`src/rtl/normalize_shift_left_seq_if.sv`:
```
// Handshake and payload bundle for the sequential left-shift normalizer.
// Producer drives the operand side and consumes the result side (master).
interface normalize_shift_left_seq_if #(
  parameter int unsigned MANT_W = 48,
  parameter int unsigned EXP_W  = 10,
  parameter int unsigned CNT_W  = 6
);
  logic              in_valid;
  logic              in_ready;
  logic [MANT_W-1:0] mant_in;
  logic [EXP_W-1:0]  exp_in;
  logic              out_valid;
  logic              out_ready;
  logic [MANT_W-1:0] mant_out;
  logic [EXP_W-1:0]  exp_out;
  logic [CNT_W-1:0]  shift_cnt;
  logic              zero_flag;
  logic              underflow;

  modport master (
    output in_valid, mant_in, exp_in, out_ready,
    input  in_ready, out_valid, mant_out, exp_out, shift_cnt, zero_flag, underflow
  );

  modport slave (
    input  in_valid, mant_in, exp_in, out_ready,
    output in_ready, out_valid, mant_out, exp_out, shift_cnt, zero_flag, underflow
  );
endinterface

```
`src/rtl/normalize_shift_left_seq.sv`:
```
// Sequential mantissa normalizer: one-bit left shift per cycle until the leading
// one reaches the MSB, the mantissa is zero, or the exponent floor (1) is reached.
module normalize_shift_left_seq #(
  parameter int unsigned MANT_W = 48,
  parameter int unsigned EXP_W  = 10,
  parameter int unsigned CNT_W  = 6
) (
  input  logic                         clk,
  input  logic                         rst,
  normalize_shift_left_seq_if.slave    bus
);

  typedef enum logic [1:0] {
    IDLE  = 2'd0,
    SHIFT = 2'd1,
    DONE  = 2'd2
  } state_t;

  state_t            state_q, state_d;
  logic [MANT_W-1:0] mant_q, mant_d;
  logic [EXP_W-1:0]  exp_q, exp_d;
  logic [CNT_W-1:0]  cnt_q, cnt_d;

  logic [MANT_W-1:0] mant_out_q, mant_out_d;
  logic [EXP_W-1:0]  exp_out_q, exp_out_d;
  logic [CNT_W-1:0]  shift_cnt_q, shift_cnt_d;
  logic              zero_q, zero_d;
  logic              unf_q, unf_d;
  logic              in_ready_q, out_valid_q;

  // State, working operand and result registers
  always_ff @(posedge clk) begin
    if (rst) begin
      state_q     <= IDLE;
      mant_q      <= '0;
      exp_q       <= '0;
      cnt_q       <= '0;
      mant_out_q  <= '0;
      exp_out_q   <= '0;
      shift_cnt_q <= '0;
      zero_q      <= 1'b0;
      unf_q       <= 1'b0;
      in_ready_q  <= 1'b1;
      out_valid_q <= 1'b0;
    end else begin
      state_q     <= state_d;
      mant_q      <= mant_d;
      exp_q       <= exp_d;
      cnt_q       <= cnt_d;
      mant_out_q  <= mant_out_d;
      exp_out_q   <= exp_out_d;
      shift_cnt_q <= shift_cnt_d;
      zero_q      <= zero_d;
      unf_q       <= unf_d;
      in_ready_q  <= (state_d == IDLE);
      out_valid_q <= (state_d == DONE);
    end
  end

  // Next-state and result capture; result registers only change on entry to DONE
  always_comb begin
    state_d     = state_q;
    mant_d      = mant_q;
    exp_d       = exp_q;
    cnt_d       = cnt_q;
    mant_out_d  = mant_out_q;
    exp_out_d   = exp_out_q;
    shift_cnt_d = shift_cnt_q;
    zero_d      = zero_q;
    unf_d       = unf_q;

    unique case (state_q)
      IDLE: begin
        if (bus.in_valid) begin
          mant_d  = bus.mant_in;
          exp_d   = bus.exp_in;
          cnt_d   = '0;
          state_d = SHIFT;
        end
      end

      SHIFT: begin
        if (mant_q == '0) begin
          state_d     = DONE;
          mant_out_d  = '0;
          exp_out_d   = '0;
          shift_cnt_d = '0;
          zero_d      = 1'b1;
          unf_d       = 1'b0;
        end else if (mant_q[MANT_W-1]) begin
          state_d     = DONE;
          mant_out_d  = mant_q;
          exp_out_d   = exp_q;
          shift_cnt_d = cnt_q;
          zero_d      = 1'b0;
          unf_d       = 1'b0;
        end else if (exp_q <= EXP_W'(1)) begin
          // Exponent floor: stop rather than decrement below 1 or wrap from 0
          state_d     = DONE;
          mant_out_d  = mant_q;
          exp_out_d   = exp_q;
          shift_cnt_d = cnt_q;
          zero_d      = 1'b0;
          unf_d       = 1'b1;
        end else begin
          mant_d = {mant_q[MANT_W-2:0], 1'b0};
          exp_d  = exp_q - EXP_W'(1);
          cnt_d  = cnt_q + CNT_W'(1);
        end
      end

      DONE: begin
        if (bus.out_ready) begin
          state_d = IDLE;
        end
      end

      default: state_d = IDLE;
    endcase
  end

  assign bus.in_ready  = in_ready_q;
  assign bus.out_valid = out_valid_q;
  assign bus.mant_out  = mant_out_q;
  assign bus.exp_out   = exp_out_q;
  assign bus.shift_cnt = shift_cnt_q;
  assign bus.zero_flag = zero_q;
  assign bus.underflow = unf_q;

endmodule

```
`src/flat_wrapper.sv`:
```
// flat-port wrapper written by rule: the top's interface ports become plain ports
module normalize_shift_left_seq_flat 
#(
  parameter int unsigned MANT_W = 48,
  parameter int unsigned EXP_W  = 10,
  parameter int unsigned CNT_W  = 6
)
  (clk, rst, bus_in_valid, bus_mant_in, bus_exp_in, bus_out_ready, bus_in_ready, bus_out_valid, bus_mant_out, bus_exp_out, bus_shift_cnt, bus_zero_flag, bus_underflow);
  normalize_shift_left_seq_if #(.MANT_W(MANT_W), .EXP_W(EXP_W), .CNT_W(CNT_W)) bus_i ();
  input  logic clk;
  input  logic rst;
  input wire logic [$bits(bus_i.in_valid)-1:0] bus_in_valid;
  input wire logic [$bits(bus_i.mant_in)-1:0] bus_mant_in;
  input wire logic [$bits(bus_i.exp_in)-1:0] bus_exp_in;
  input wire logic [$bits(bus_i.out_ready)-1:0] bus_out_ready;
  output wire logic [$bits(bus_i.in_ready)-1:0] bus_in_ready;
  output wire logic [$bits(bus_i.out_valid)-1:0] bus_out_valid;
  output wire logic [$bits(bus_i.mant_out)-1:0] bus_mant_out;
  output wire logic [$bits(bus_i.exp_out)-1:0] bus_exp_out;
  output wire logic [$bits(bus_i.shift_cnt)-1:0] bus_shift_cnt;
  output wire logic [$bits(bus_i.zero_flag)-1:0] bus_zero_flag;
  output wire logic [$bits(bus_i.underflow)-1:0] bus_underflow;
  assign bus_i.in_valid = bus_in_valid;
  assign bus_i.mant_in = bus_mant_in;
  assign bus_i.exp_in = bus_exp_in;
  assign bus_i.out_ready = bus_out_ready;
  assign bus_in_ready = bus_i.in_ready;
  assign bus_out_valid = bus_i.out_valid;
  assign bus_mant_out = bus_i.mant_out;
  assign bus_exp_out = bus_i.exp_out;
  assign bus_shift_cnt = bus_i.shift_cnt;
  assign bus_zero_flag = bus_i.zero_flag;
  assign bus_underflow = bus_i.underflow;
  normalize_shift_left_seq #(.MANT_W(MANT_W), .EXP_W(EXP_W), .CNT_W(CNT_W)) u_core (.clk(clk), .rst(rst), .bus(bus_i));
endmodule
```
`config.mk`:
```
export PLATFORM = sky130hd
export DESIGN_NAME = normalize_shift_left_seq_flat
export DESIGN_NICKNAME = d
export VERILOG_FILES = /design/src/rtl/normalize_shift_left_seq_if.sv /design/src/rtl/normalize_shift_left_seq.sv /design/src/flat_wrapper.sv
export SDC_FILE = /design/constraint.sdc
export NUM_CORES = 1
export LEC_CHECK = 0
export ABC_AREA = 0
export CAP_MARGIN = 10
export CORE_MARGIN = 2
export CORE_UTILIZATION = 35
export CTS_CLUSTER_DIAMETER = 80
export CTS_CLUSTER_SIZE = 16
export DETAILED_ROUTE_END_ITERATION = 7
export GPL_ROUTABILITY_DRIVEN = 0
export GPL_TIMING_DRIVEN = 0
export HOLD_SLACK_MARGIN = 0.03
export PLACE_DENSITY = 0.55
export SYNTH_ARGS = -nofsm -noshare
export SYNTH_HDL_FRONTEND = slang
export SYNTH_SLANG_ARGS = --single-unit
```
`constraint.sdc`:
```
create_clock -name clk -period 5.4 [get_ports clk]
set_input_delay 0.81 -clock clk [delete_from_list [all_inputs] [get_ports clk]]
set_output_delay 0.81 -clock clk [all_outputs]
set_load 0.01 [all_outputs]
```
==> reports/qor.csv <==
metric,value,unit
crit path launch,bus_in_valid,
drt via density,5.63,
Synth area leaders,"dfxtp_1, a22o_1, a211oi_2, a22oi_1, a21oi_1",
vias,5139,
CP most frequent cell,clkbuf_1,
Post-synth ARST share,0,
final hold viol count,0,
"slowest stage delay, CP",0.51,ns
antenna violations before repair,0,
CTS tree,built,
max-cap violations,0,
hold_buf cts,0,
later-pin clock latency in the skew report,0.42,ns
cell count after synthesis,535,
r2r startpoint,u_core.mant_q[37],
number of primary I/O pins,130,
# fillers,1496,
GRT Resource Usage Total,0.210,
min Tclk post-route,2.90,ns
Post-CTS Setup Repair Bufs,0,
cell taking the most area after synthesis,dfxtp_1,
worst path cell trace,clkdlybuf4s50_1 > and2_1 > clkbuf_1 > or4_1 > buf_2 > clkbuf_1 > a21oi_1 > a211oi_2,
syn avg cell area,10.4,sq um
Die Span Y,130,um
CP max stage cell,clkdlybuf4s50_1,
crit share post-route,0.537,
DRT antenna net count,0,
Port Buf Inserts,129,
reg2reg end,u_core.mant_q[32],
status,completed,
vias in the first global route,5120,
Netlist cell types,47,
CTS H-tree depth,4,
initial drt markers,281,
FF-to-FF path depth,7,
Die W,130,um
Syn-to-layout area delta,39.5,%
setup TNS,0,ns
synth warn,0,
"Primary FF master, synth",dfxtp_1,
Post-DP HPWL,12400,um
Yosys reg bits,134,
First-pass DRT Iterations,5,
final clock skew,0.00712,ns
setup violators final,0,
TritonCTS Buffers,17,
WL final,17600,um
detailed-route DRC error count,0,
Leakage,2.77,nW
Worst Setup EP,u_core.mant_q[38],
CP Capture Type,flip-flop,
standard-cell rows,46,
post-synth top area share,0.483,
HP Class,flip-flop to flip-flop,
startpoint types,input port,
first-pass GRT wire length,27400,um
Worst-Margin Slew,0.768,ns
utilization after layout,0.493,
fmax,0.345,GHz
FF+latch area,0.00268,sq mm
sequential area share after synthesis,0.483,
Initial Util,0.353,
die footprint,0.0169,sq mm
largest net degree at the start of global routing,17,
Peak VDD IR,233,uV
layout net count,748,
pwr dens,429,mW/mm^2
WL/cell,19.3,um
clock root buffer,clkbuf_16,
WHS,0.476,ns
CP required,5.73,ns
syn nets,600,
Post-synth EDFFs,0,
post_cts resized,0,
"CTS clk-pin slew, worst paths",0.06,ns
Worst Path Arrival,3.23,ns
reg2reg setup slack,2.53,ns
footprint of the multi-input gates,0.00261,sq mm
RSZ-0062 raised after global routing,false,
Rel. slew slack,0.488,
WS Path Type,input port to flip-flop,
total congestion overflow,0,
share of post-route cells with drive strength above 1,0.148,
diode count,0,
Sink Count,134,
Post-Syn Area,0.00555,sq mm
Core Footprint,0.0157,sq mm
Max clock buf depth,2,
CP max FO,10,
count of pins over their slew limit,0,
## sequential cells by signal, summed over array words and instances, names as in the netlist, 2 cells and up
signal,flops
u_core.bus.shift_cnt,6
u_core.exp_q,10
u_core.cnt_q,6
u_core.bus.exp_out,10
u_core.bus.mant_out,48
u_core.mant_q,48
u_core.state_q,2
## layout make-up
class                   instances  share of cell area
plain buffers                  50              0.0317
inverters                       5             0.00242
repair buffers                129               0.167
multi-input cells             346               0.336
well taps                     216              0.0349
flip-flops and latches        134               0.346
clock buffers                  20              0.0589
clock inverters                12              0.0228
## critical path, delay by kind of cell
| kind | cells | cell delay [ns] |
|---|---|---|
| buf+inv | 4 | 1.65 |
| compound gates | 2 | 0.35 |
| simple gates | 2 | 0.42 |
## cells in the mapped netlist (2+ instances only)
cell,count
nor2_1,17
and3_1,5
o21ai_0,6
clkbuf_1,24
nand2_1,14
a21boi_0,2
nor4_1,16
a211oi_2,40
a211oi_1,10
buf_2,22
a21oi_1,59
a22o_1,64
and2_1,2
or3_1,6
o31ai_1,8
a22oi_1,48
buf_6,4
nand4_1,4
mux2i_1,2
nor3_1,5
o311ai_0,6
a31oi_1,2
nor3b_1,2
nand3_1,4
inv_1,5
ha_1,3
dfxtp_1,134
or4_1,2
## where the power goes
group	leakage (nW)	total (mW)	switching (mW)	internal, mW
Sequential	1.09	1.26	0.143	1.12
Clock	0.306	1.24	0.444	0.796
Combinational	1.37	0.822	0.475	0.348
Total	2.77	3.32	1.06	2.26
## cell families (layout without fill, tap and decap cells)
kind of cell,after synthesis,in the layout,synth area share
AO/OA/AOI/OAI,259,259,0.377
flip-flops,134,134,0.483
AND/OR/NAND/NOR,82,82,0.0818
buffers and inverters,55,216,0.0475
adder cells (fa/ha/maj),3,3,0.00676
multiplexers,2,2,0.00361
## per-stage QoR
| stage | power [mW] | instances | worst slack, ns | cell area (sq um) |
|---|---|---|---|---|
| 5_1_grt | 3.47 | 912 | 2.24 | 7750 |
| 2_1_floorplan | 1.79 | 535 | 3.06 | 5550 |
| 3_3_place_gp | 2.07 | 880 | 2.13 | 7110 |
| 4_1_cts | 3.34 | 912 | 2.44 | 7750 |
| 6_report | 3.32 | 912 | 2.50 | 7750 |
| 3_5_place_dp | 2.09 | 880 | 2.07 | 7110 |
## how the worst min path moves through the flow
stage                                 start                 endpoint  slack [ns]  cells past startpoint
floorplan                   u_core.cnt_q[5]          u_core.cnt_q[5]        0.44                      2
global placement            u_core.cnt_q[5]          u_core.cnt_q[5]        0.46                      2
detailed placement    u_core.bus.exp_out[9]    u_core.bus.exp_out[9]        0.46                      1
CTS                 u_core.bus.mant_out[27]  u_core.bus.mant_out[27]        0.48                      1
global route          u_core.bus.exp_out[5]    u_core.bus.exp_out[5]        0.49                      1
finish                u_core.bus.exp_out[0]    u_core.bus.exp_out[0]        0.48                      1
## layer usage
layer / GRT usage / vias to the layer above / share of wire
met1: 0.278 / 2509 / 0.46
met2: 0.339 / 178 / 0.48
met3: 0.0447 / 27 / 0.052
met4: 0.0784 / 0 / 0.016
met5: 0 / - / 0
li1: - / 2425 / -
## placed cells by master (no fill, tap or decap), types with 8 or more instances in the layout
| cell | n |
|---|---|
| dfxtp_1 | 134 |
| a21oi_1 | 59 |
| nor4_1 | 16 |
| nor2_1 | 17 |
| a22oi_1 | 48 |
| clkbuf_16 | 17 |
| a211oi_2 | 40 |
| clkdlybuf4s50_1 | 129 |
| a22o_1 | 64 |
| nand2_1 | 14 |
| clkbuf_1 | 25 |
| buf_2 | 22 |
| a211oi_1 | 10 |
| o31ai_1 | 8 |
Power figures use the tool's default switching activity.
